<file path="src/rtl/pmu_pkg.sv">
// Shared definitions for the PMU counter bank: register map helpers,
// CTRL bit positions, EVSEL width and the access handshake states.
package pmu_pkg;

  localparam int EVSEL_WIDTH = 8;

  localparam int CTRL_EN  = 0;
  localparam int CTRL_RST = 1;
  localparam int CTRL_FRZ = 2;

  typedef enum logic {
    IDLE,
    ACK
  } hs_state_e;

  function automatic int ctrl_idx(input int c);
    return 2 * c;
  endfunction

  function automatic int ovf_idx(input int c);
    return 2 * c + 1;
  endfunction

  function automatic int irqen_idx(input int c);
    return 2 * c + 2;
  endfunction

endpackage

</file>
<file path="src/rtl/synchronizer_2_stage.sv">
// Two-flop synchroniser for a single level signal.
// Ports: clk, rst (sync, active-low), d (async in), q (synchronised out).
module synchronizer_2_stage (
  input  logic clk,
  input  logic rst,
  input  logic d,
  output logic q
);

  logic meta;

  always_ff @(posedge clk) begin
    if (!rst) begin
      meta <= 1'b0;
      q    <= 1'b0;
    end else begin
      meta <= d;
      q    <= meta;
    end
  end

endmodule

</file>
<file path="src/rtl/pmu_counter_bank.sv">
// Per-tile programmable event counters with overflow status, freeze and IRQ.
// Ports: counter_clk/rst, 4-phase req/ack register access, pmu_sig_i, ovf_irq_o.
module pmu_counter_bank
  import pmu_pkg::*;
#(
  parameter int TILE_COUNT       = 1,
  parameter int EVENT_COUNT      = 23,
  parameter int COUNTER_COUNT    = 8,
  parameter int COUNTER_WIDTH    = 48,
  parameter int DATA_WIDTH       = 64,
  parameter int ADDR_TILE_WIDTH  = 7,
  parameter int ADDR_REG_WIDTH   = 6,
  parameter int ADDR_ALIGN_WIDTH = 3
) (
  input  logic                        counter_clk,
  input  logic                        rst,
  input  logic                        req_i,
  input  logic                        we_i,
  input  logic [ADDR_TILE_WIDTH+ADDR_REG_WIDTH+ADDR_ALIGN_WIDTH-1:0] addr_i,
  input  logic [DATA_WIDTH-1:0]       wdata_i,
  output logic                        ack_o,
  output logic [DATA_WIDTH-1:0]       rdata_o,
  output logic                        err_o,
  input  logic [TILE_COUNT*EVENT_COUNT-1:0] pmu_sig_i,
  output logic [TILE_COUNT-1:0]       ovf_irq_o
);

  localparam int C  = COUNTER_COUNT;
  localparam int T  = TILE_COUNT;
  localparam int CW = COUNTER_WIDTH;
  localparam int AW = ADDR_TILE_WIDTH + ADDR_REG_WIDTH + ADDR_ALIGN_WIDTH;

  logic req_s;

  synchronizer_2_stage u_req_sync (
    .clk (counter_clk),
    .rst (rst),
    .d   (req_i),
    .q   (req_s)
  );

  hs_state_e state_q, state_d;
  logic                  ack_d;
  logic                  err_d;
  logic [DATA_WIDTH-1:0] rdata_d;

  logic [ADDR_TILE_WIDTH-1:0] a_tile;
  logic [ADDR_REG_WIDTH-1:0]  a_reg;
  logic tile_ok, reg_ok, acc, wr;
  logic [DATA_WIDTH-1:0] rd_mux;

  logic [CW-1:0]          cnt_q   [T][C];
  logic [CW-1:0]          cnt_d   [T][C];
  logic [EVSEL_WIDTH-1:0] evsel_q [T][C];
  logic [EVSEL_WIDTH-1:0] evsel_d [T][C];
  logic [C-1:0] ovf_q [T];
  logic [C-1:0] ovf_d [T];
  logic [C-1:0] irqen_q [T];
  logic [C-1:0] irqen_d [T];
  logic [C-1:0] hit [T];
  logic [C-1:0] wrap [T];
  logic [T-1:0] en_q, en_d, frz_q, frz_d;
  logic [T-1:0] wsel, ctrl_w, crst;

  logic unused_bits;
  assign unused_bits = ^{addr_i[ADDR_ALIGN_WIDTH-1:0], wdata_i};

  assign a_tile  = addr_i[AW-1 -: ADDR_TILE_WIDTH];
  assign a_reg   = addr_i[ADDR_ALIGN_WIDTH +: ADDR_REG_WIDTH];
  assign tile_ok = 32'(a_tile) < T;
  assign reg_ok  = 32'(a_reg) <= irqen_idx(C);
  assign acc     = (state_q == IDLE) && req_s;
  assign wr      = acc && we_i && tile_ok && reg_ok;

  // Read snapshot from current state; out-of-range reads all-ones.
  always_comb begin
    rd_mux = '1;
    if (tile_ok && reg_ok) begin
      rd_mux = '0;
      for (int t = 0; t < T; t++) begin
        if (32'(a_tile) == t) begin
          for (int i = 0; i < C; i++) begin
            if (32'(a_reg) == i)
              rd_mux[CW-1:0] = cnt_q[t][i];
            if (32'(a_reg) == C + i)
              rd_mux[EVSEL_WIDTH-1:0] = evsel_q[t][i];
          end
          unique case (1'b1)
            32'(a_reg) == ctrl_idx(C): begin
              rd_mux[CTRL_EN]  = en_q[t];
              rd_mux[CTRL_FRZ] = frz_q[t];
            end
            32'(a_reg) == ovf_idx(C):
              rd_mux[C-1:0] = ovf_q[t];
            32'(a_reg) == irqen_idx(C):
              rd_mux[C-1:0] = irqen_q[t];
            default: ;
          endcase
        end
      end
    end
  end

  // Event select; out-of-range selectors never match.
  always_comb begin
    for (int t = 0; t < T; t++) begin
      hit[t] = '0;
      for (int i = 0; i < C; i++)
        for (int e = 0; e < EVENT_COUNT; e++)
          if (32'(evsel_q[t][i]) == e)
            hit[t][i] = pmu_sig_i[t*EVENT_COUNT+e];
    end
  end

  // Priority per counter: CTRL.reset, write, increment.
  always_comb begin
    wsel   = '0;
    ctrl_w = '0;
    crst   = '0;
    for (int t = 0; t < T; t++) begin
      cnt_d[t]   = cnt_q[t];
      evsel_d[t] = evsel_q[t];
      irqen_d[t] = irqen_q[t];
      ovf_d[t]   = ovf_q[t];
      wrap[t]    = '0;
      en_d[t]    = en_q[t];
      frz_d[t]   = frz_q[t];
      wsel[t]    = wr && (32'(a_tile) == t);
      ctrl_w[t]  = wsel[t] && (32'(a_reg) == ctrl_idx(C));
      crst[t]    = ctrl_w[t] && wdata_i[CTRL_RST];
      for (int i = 0; i < C; i++) begin
        if (crst[t]) begin
          cnt_d[t][i] = '0;
        end else if (wsel[t] && 32'(a_reg) == i) begin
          cnt_d[t][i] = wdata_i[CW-1:0];
        end else if (en_q[t] && hit[t][i]) begin
          cnt_d[t][i] = cnt_q[t][i] + CW'(1);
          wrap[t][i]  = &cnt_q[t][i];
        end
        if (wsel[t] && 32'(a_reg) == C + i)
          evsel_d[t][i] = wdata_i[EVSEL_WIDTH-1:0];
      end
      // A new overflow wins over a same-edge clear.
      if (wsel[t] && 32'(a_reg) == ovf_idx(C))
        ovf_d[t] = ovf_q[t] & ~wdata_i[C-1:0];
      ovf_d[t] = crst[t] ? '0 : (ovf_d[t] | wrap[t]);
      if (wsel[t] && 32'(a_reg) == irqen_idx(C))
        irqen_d[t] = wdata_i[C-1:0];
      if (ctrl_w[t]) begin
        en_d[t]  = wdata_i[CTRL_EN];
        frz_d[t] = wdata_i[CTRL_FRZ];
      end else if (frz_q[t] && |wrap[t]) begin
        en_d[t] = 1'b0;
      end
    end
  end

  always_ff @(posedge counter_clk) begin
    if (!rst) begin
      for (int t = 0; t < T; t++) begin
        for (int i = 0; i < C; i++) begin
          cnt_q[t][i]   <= '0;
          evsel_q[t][i] <= (i < EVENT_COUNT) ?
                           EVSEL_WIDTH'(i) : '1;
        end
        ovf_q[t]   <= '0;
        irqen_q[t] <= '0;
      end
      en_q      <= '1;
      frz_q     <= '0;
      ovf_irq_o <= '0;
    end else begin
      cnt_q   <= cnt_d;
      evsel_q <= evsel_d;
      ovf_q   <= ovf_d;
      irqen_q <= irqen_d;
      en_q    <= en_d;
      frz_q   <= frz_d;
      for (int t = 0; t < T; t++)
        ovf_irq_o[t] <= |(ovf_q[t] & irqen_q[t]);
    end
  end

  always_ff @(posedge counter_clk) begin
    if (!rst) begin
      state_q <= IDLE;
      ack_o   <= 1'b0;
      rdata_o <= '0;
      err_o   <= 1'b0;
    end else begin
      state_q <= state_d;
      ack_o   <= ack_d;
      rdata_o <= rdata_d;
      err_o   <= err_d;
    end
  end

  always_comb begin
    state_d = state_q;
    ack_d   = ack_o;
    rdata_d = rdata_o;
    err_d   = err_o;
    unique case (state_q)
      IDLE: begin
        if (req_s) begin
          state_d = ACK;
          ack_d   = 1'b1;
          rdata_d = we_i ? '0 : rd_mux;
          err_d   = !(tile_ok && reg_ok);
        end
      end
      ACK: begin
        if (!req_s) begin
          state_d = IDLE;
          ack_d   = 1'b0;
          rdata_d = '0;
          err_d   = 1'b0;
        end
      end
      default: state_d = IDLE;
    endcase
  end

endmodule
</file>
<file path="config.mk">
export PLATFORM = sky130hd
export DESIGN_NAME = pmu_counter_bank
export DESIGN_NICKNAME = d
export VERILOG_FILES = /design/src/rtl/pmu_pkg.sv /design/src/rtl/synchronizer_2_stage.sv /design/src/rtl/pmu_counter_bank.sv
export SDC_FILE = /design/constraint.sdc
export NUM_CORES = 2
export LEC_CHECK = 0
export ABC_AREA = 1
export CORE_MARGIN = 3
export CORE_UTILIZATION = 25
export DETAILED_ROUTE_END_ITERATION = 6
export PLACE_DENSITY = 0.43
export SYNTH_ARGS = -nofsm -noshare
export SYNTH_HDL_FRONTEND = slang
export SYNTH_SLANG_ARGS = --single-unit
</file>
<file path="constraint.sdc">
create_clock -name counter_clk -period 3.1 [get_ports counter_clk]
set_clock_uncertainty 0.1 [all_clocks]
set_input_delay 0.465 -clock counter_clk [delete_from_list [all_inputs] [get_ports counter_clk]]
set_output_delay 0.465 -clock counter_clk [all_outputs]
set_load 0.005 [all_outputs]
</file>
Word level (Yosys, flattened, before mapping)
Cells that the tools add are included.
{"block": "totals", "wordCells": 567, "regBits": 536, "in_bits": 107, "output_inout_bits": 67}
{"block": "op_classes", "bitwise_logic": 6, "n_reduce_logical": 67, "magnitude_cmp": 2, "n_eq_ne": 196, "add_sub_neg": 8, "n_mux": 261}
{"operator": "48-bit 2-to-1 mux", "n": 27}
{"operator": "8-bit by 4-bit equality test with 1-bit output (second input constant)", "n": 64}
{"operator": "8-bit by 5-bit equality test with 1-bit output (second input constant)", "n": 56}
{"operator": "48-bit by 1-bit adder with 48-bit output (second input constant)", "n": 8}
{"operator": "48-bit AND reduction", "n": 8}
{"operator": "8-bit by 3-bit equality test with 1-bit output (second input constant)", "n": 32}
{"operator": "64-bit 2-to-1 mux", "n": 4}
{"operator": "1-bit 2-to-1 mux", "n": 214}
{"operator": "8-bit by 2-bit equality test with 1-bit output (second input constant)", "n": 16}
{"operator": "64-bit case mux with 2 select lines", "n": 1}
{"operator": "8-bit 2-to-1 mux", "n": 9}
{"operator": "8-bit by 1-bit equality test with 1-bit output (second input constant)", "n": 8}
{"operator": "8-bit logical NOT", "n": 8}
{"operator": "6-bit by 4-bit equality test with 1-bit output (second input constant)", "n": 8}
{"operator": "1-bit logical AND", "n": 35}
{"operator": "6-bit by 3-bit equality test with 1-bit output (second input constant)", "n": 4}
{"operator": "6-bit by 5-bit equality test with 1-bit output (second input constant)", "n": 3}
{"operator": "2-bit nonzero test", "n": 9}
{"operator": "8-bit bitwise AND", "n": 2}
{"operator": "8-bit OR reduction", "n": 2}
{"operator": "6-bit by 2-bit equality test with 1-bit output (second input constant)", "n": 2}
{"operator": "5-bit case mux with 2 select lines", "n": 1}
{"operator": "8-bit NOT", "n": 1}
{"operator": "8-bit OR", "n": 1}
{"operator": "other kinds (13)", "n": 17}

Logic depth before layout (Yosys ltp)
{"block": "depth", "word_depth": 32, "ltp_mapped": 28, "mapped_depth_nobuf": 28}

Modules after synthesis
From an unflattened synthesis, not the netlist that was laid out.
{"block": "hier_totals", "hier_cells": 5644, "hier_area_um2": 35878.2}
{"mod": "pmu_counter_bank", "n_inst": 1, "seq_area_each_um2": 10390.0, "area_each_um2": 35823.1, "cells_each": 5638}
{"mod": "synchronizer_2_stage", "n_inst": 1, "seq_area_each_um2": 40.0, "area_each_um2": 55.1, "cells_each": 6}

Worst setup path before layout
OpenSTA, ideal clock, no wires.
{"block": "synth_path", "kind": "register to register", "start": "register cnt_q[337] (netlist bit)", "end": "register cnt_q[366] (netlist bit)", "synth_period_minus_slack_ns": 2.773, "setup_slack_ns": 0.327, "setup_ns": 0.123, "path_stages_with_launch": 17, "n_path_buf": 0, "required_ns": 2.877, "arrival_ns": 2.550, "cell_sequence": "dfxtp_1 > ha_1 > nand2_1 > nor2_1 > nand3_1 > nor2_1 > inv_1 > nor2_1 > nand2_1 > or4_1 > nor3_1 > inv_1 > nor2_4 > nand2_1 > xor2_1 > a22oi_1 > a21oi_1"}
{"block": "synth_between", "elab_chain_cells": 3}
{"item": "from (decl)", "line_no": "pmu_counter_bank.sv:52", "source": "logic [CW-1:0] cnt_q [T][C];"}
{"item": "from (signal assigned)", "line_no": "pmu_counter_bank.sv:173", "source": "cnt_q <= cnt_d;"}
{"item": "48-bit by 1-bit adder with 48-bit output", "line_no": "pmu_counter_bank.sv:137", "source": "cnt_d[t][i] = cnt_q[t][i] + CW'(1);"}
{"item": "48-bit 2-to-1 mux", "line_no": "pmu_counter_bank.sv:136", "source": "end else if (en_q[t] && hit[t][i]) begin"}
{"item": "48-bit 2-to-1 mux", "line_no": "pmu_counter_bank.sv:134", "source": "end else if (wsel[t] && 32'(a_reg) == i) begin"}
No other way between the ends. The select of a mux whose other input is x is not followed.
A chain may end at the register's enable or synchronous reset.

Worst setup path in the final report
{"block": "layout_path", "start": "input port addr_i[7]", "end": "register en_q"}
{"block": "layout_between", "elab_chain_cells": 9, "elab_cells_between_ends": 42, "classes_between": "1 x order compare; 8 x eq/ne; 17 x mux; 16 x reduce/logical"}
{"item": "from (decl)", "line_no": "pmu_counter_bank.sv:19", "source": "input logic [ADDR_TILE_WIDTH+ADDR_REG_WIDTH+ADDR_ALIGN_WIDTH-1:0] addr_i,"}
{"item": "6-bit by 5-bit <= comparator with 1-bit output", "line_no": "pmu_counter_bank.sv:71", "source": "assign reg_ok = 32'(a_reg) <= irqen_idx(C);"}
{"item": "1-bit logical AND", "line_no": "pmu_counter_bank.sv:73", "source": "assign wr = acc && we_i && tile_ok && reg_ok;"}
{"item": "1-bit logical AND", "line_no": "pmu_counter_bank.sv:128", "source": "wsel[t] = wr && (32'(a_tile) == t);"}
{"item": "1-bit logical AND, on equally long branches", "line_no": "pmu_counter_bank.sv:134, pmu_counter_bank.sv:129"}
{"item": "1-bit 2-to-1 mux or 1-bit logical AND (tied branches)", "line_no": "pmu_counter_bank.sv:134, pmu_counter_bank.sv:130"}
{"item": "1-bit 2-to-1 mux", "line_no": "pmu_counter_bank.sv:132", "source": "if (crst[t]) begin"}
{"item": "8-bit OR reduction", "line_no": "pmu_counter_bank.sv:152", "source": "end else if (frz_q[t] && |wrap[t]) begin"}
{"item": "1-bit logical AND", "line_no": "pmu_counter_bank.sv:152"}
{"item": "2-bit nonzero test (no source line)"}
{"item": "to (signal assigned)", "line_no": "pmu_counter_bank.sv:177", "source": "en_q <= en_d;"}
{"item": "to (decl)", "line_no": "pmu_counter_bank.sv:62", "source": "logic [T-1:0] en_q, en_d, frz_q, frz_d;"}
Several ways; a longest one is shown, not always the timed one.

==> results.cfg <==
[outcome]
status = finished, violations left
violations = negative setup slack

[timing]
fmax_ghz = 0.311
setup_viol = 5
min_period_ns = 3.21
relSlewSlack_pct = 33.9
drv_slew = 0
min_period_over_period_pct = 104
setup_ws_ns = -0.113
hold_viol_final = 0
rsz0062_at_grt = true
worstMarginPinSlew_ns = 0.989

[critical_path]
cp.arrival_ns = 3.69
cp_cell_sequence = clkdlybuf4s50_1, buf_12, nor2_1, buf_4, a31oi_1, o21ai_2, nand2_1, nor2_2, inv_2, nor2_1, inv_1, nor2_4, clkinvlp_4, buf_4, nand3_1, nor4_4, nand3_4, nand3_2, nor2_1, nand4_1, nand2_1, nand2_1, nand2_1
crit_path_start_kind = input pin
worstPathRequired_ns = 3.57
crit_path_end_kind = flop
path_class = in -> reg
crit_buf_inv = 7
cp_top_family = simple AND/OR/NAND/NOR gates
crit_slowest_cell = nor4_4
critPathMostFrequentCell = nand2_1
slowest_delay_ns = 0.52
crit_fanout = 5

[placement]
gp_congestion = 0.982
place_area_um2 = 45900
dp_worst_setup_slack_ns = -1.81
port_buffers = 154
placed_cells = 8265
dp_hpwl_um = 148000

[logic_synthesis]
syn_area_um2 = 35800
synth_xor_area_share_pct = 7.39
syn_inst = 5679
synth_mux_area_share_pct = 0
synth_fa_ha_area_share_pct = 0.315
synth_cell_types = 55
synth-edff-count = 0
synth_top_family_by_area = simple AND/OR/NAND/NOR gates
yosys.area_share.simple_pct = 33.4
async_reset_ff_share_pct = 0
yosysSeqAreaShare_pct = 29.1
ys.warnings.count = 0
syn_area_per_cell_um2 = 6.30
synth_nets = 5795
ys.flop_type = dfxtp_1
ys_seq_elements = 521
synth_compound_area_share_pct = 19.1

[clocking]
cts_buffers = 72
cts_htree_levels = 3
cts_tree = done
cts_sinks = 521
clock_path_buffers = 3
clk_pin_slew_ns = 0.06
clk_root_buffer_cell = clkbuf_16
clkLatencyLatePin_ns = 0.68
cts_hold_buf = 0

[global_routing]
grt_remaining_overflow = 0
grt_pass1_wl_um = 274000
grtUsageTotal_pct = 24.7
grt_max_degree = 71
antenna_found_initial = 4
grt_pass1_vias = 40300

[routing]
wl_met1_um = 87100
met3_length_um = 11100
viasPerCell = 5.16
ant_nets = 0
drt_pre_antenna_iters = 6
routed-wl-met2_um = 87900
top_layer = met4
via_count = 43800
drt-wirelength-per-cell_um = 22.8
drc = 0
drt-total-wl_um = 193000
first_iter_violations = 4019

[floorplanning]
dieArea_um2 = 148000
die_h_um = 384
std_cell_rows = 138
start_util_pct = 25.2
fp.coreArea_um2 = 142000
pin_count = 174
die_x_um = 384

[final_layout]
final-seq-area_um2 = 10500
drive_above_1_share_pct = 22.9
final_common_cell = nand2_1
final_cells = 8487
stdcell_area_um2 = 51200
multiInputGateArea_um2 = 23400
fill_cells = 15300
finalNetCount = 6656
mostFrequentLayoutCells = nand2_1 (1461), buf_4 (806), inv_1 (583), dfxtp_1 (476), a21oi_1 (311)
syn2layout_area_growth_pct = 43.1

[run]
max-cap-violations = 0

[power_and_ir_drop]
p_leak_nw = 18.7
irDropWorstVdd_v = 0.000351
p_per_area_nw_per_um2 = 343

[worst_hold_path]
hold_path_class = in -> reg
-- final cells by class --
class                      instances  area share [%]
antenna                            2         0.00977
clock buffer                     108            4.11
clock inverter                    21           0.520
inverter                         653            4.92
multi-input combinational       4195            45.6
sequential                       521            20.5
tap                             1890            4.62
timing repair buffer            1097            19.7
-- Yosys cell counts, types with 7 or more instances --
library cell | number | area share [%]
nand2_1 | 1515 | 16
inv_2 | 8 | 0.084
ha_1 | 9 | 0.31
a21oi_1 | 325 | 4.5
nand4_1 | 139 | 2.4
nor4_1 | 134 | 2.3
nor2_2 | 19 | 0.33
o31ai_1 | 8 | 0.17
buf_4 | 19 | 0.40
buf_2 | 82 | 1.1
a221oi_1 | 24 | 0.59
clkbuf_2 | 8 | 0.11
o221ai_1 | 20 | 0.49
nor3_2 | 8 | 0.22
a22oi_1 | 48 | 1.0
nor2_1 | 378 | 4.0
buf_1 | 34 | 0.36
a31oi_1 | 268 | 4.7
o211ai_1 | 48 | 1.0
inv_1 | 635 | 6.7
clkinv_1 | 10 | 0.10
o2111ai_1 | 41 | 1.0
o21ai_0 | 287 | 4.0
nor3_1 | 142 | 2.0
nor4_2 | 7 | 0.24
dfxtp_1 | 521 | 29
nand3b_1 | 7 | 0.15
a211oi_1 | 9 | 0.19
clkbuf_1 | 167 | 1.8
a31o_2 | 10 | 0.24
xnor2_1 | 28 | 0.69
o22ai_1 | 37 | 0.65
nand3_1 | 351 | 4.9
xor2_1 | 274 | 6.7
nor3b_1 | 7 | 0.15
-- cell families after synthesis --
family / count (synthesis)
AND/OR/NAND/NOR: 2736
AO/OA/AOI/OAI: 1148
adder cells (fa/ha/maj): 9
buffers and inverters: 963
flip-flops: 521
XOR/XNOR: 302
-- routing by layer --
| metal | vias up | track usage (%) |
|---|---|---|
| li1 | 21000 | - |
| met1 | 21000 | 33.5 |
| met2 | 1516 | 39.9 |
| met3 | 275 | 2.88 |
| met4 | 0 | 9.43 |
| met5 | - | 0 |
-- per-stage QoR --
stage	total power, mW	setup TNS (ns)	hold slack (ns)	utilization [%]
floorplan	7.73	0	0.290	-
global placement	8.95	-218.38	0.299	32.3
detailed placement	8.94	-218.03	0.309	32.3
CTS	17.6	-0.731	0.179	34.5
global route	18.1	-3.30	0.230	36.1
finish	17.6	-0.279	0.225	36.1
-- flip-flops by register name, summed over array words and instances (netlist names) --
signal and cells:
state_q 1, u_req_sync.meta 1, frz_q 1, u_req_sync.q 1
rdata_o 49, err_o 1, evsel_q 64, ack_o 1
irqen_q 8, cnt_q 384, ovf_irq_o 1, ovf_q 8
en_q 1
-- path summary, 6_finish.rpt --
check                        from         endpoint  slack [ns]  cells after the start
hold / removal              req_i  u_req_sync.meta        0.23                      3
setup reg to reg       cnt_q[288]       cnt_q[322]       -0.06                     19
setup / recovery        addr_i[7]             en_q       -0.11                     23
hold reg to reg   u_req_sync.meta     u_req_sync.q        0.33                      2
-- timing repair --
item,in CTS,in global routing
gates resized for setup,97,482
pin swaps,31,154
cloned,0,15
setup buffers,35,53
endpoints found under the setup margin,45,405
-- worst register-to-register path, stage by stage, from the launching register on --
cell	delay [ns]
dfxtp_4	0.36
ha_4	0.15
nand2_4	0.06
nor2_4	0.13
nand3_4	0.09
nor2_4	0.16
nand3_4	0.10
nor4_4	0.18
nand4_1	0.23
nor4_4	0.35
nand3_2	0.16
nor2_4	0.15
nand3_4	0.10
nor2_4	0.14
nand2_4	0.09
nor2_4	0.11
nand2_1	0.09
xor2_1	0.15
nand2_1	0.08
a21oi_2	0.12
-- power breakdown --
part,switching [mW],internal (mW),leakage [nW]
registers,0.102,6.80,4.23
logic,1.26,0.801,13.3
clock network,3.57,5.05,1.16
Power figures use the tool's default switching activity.
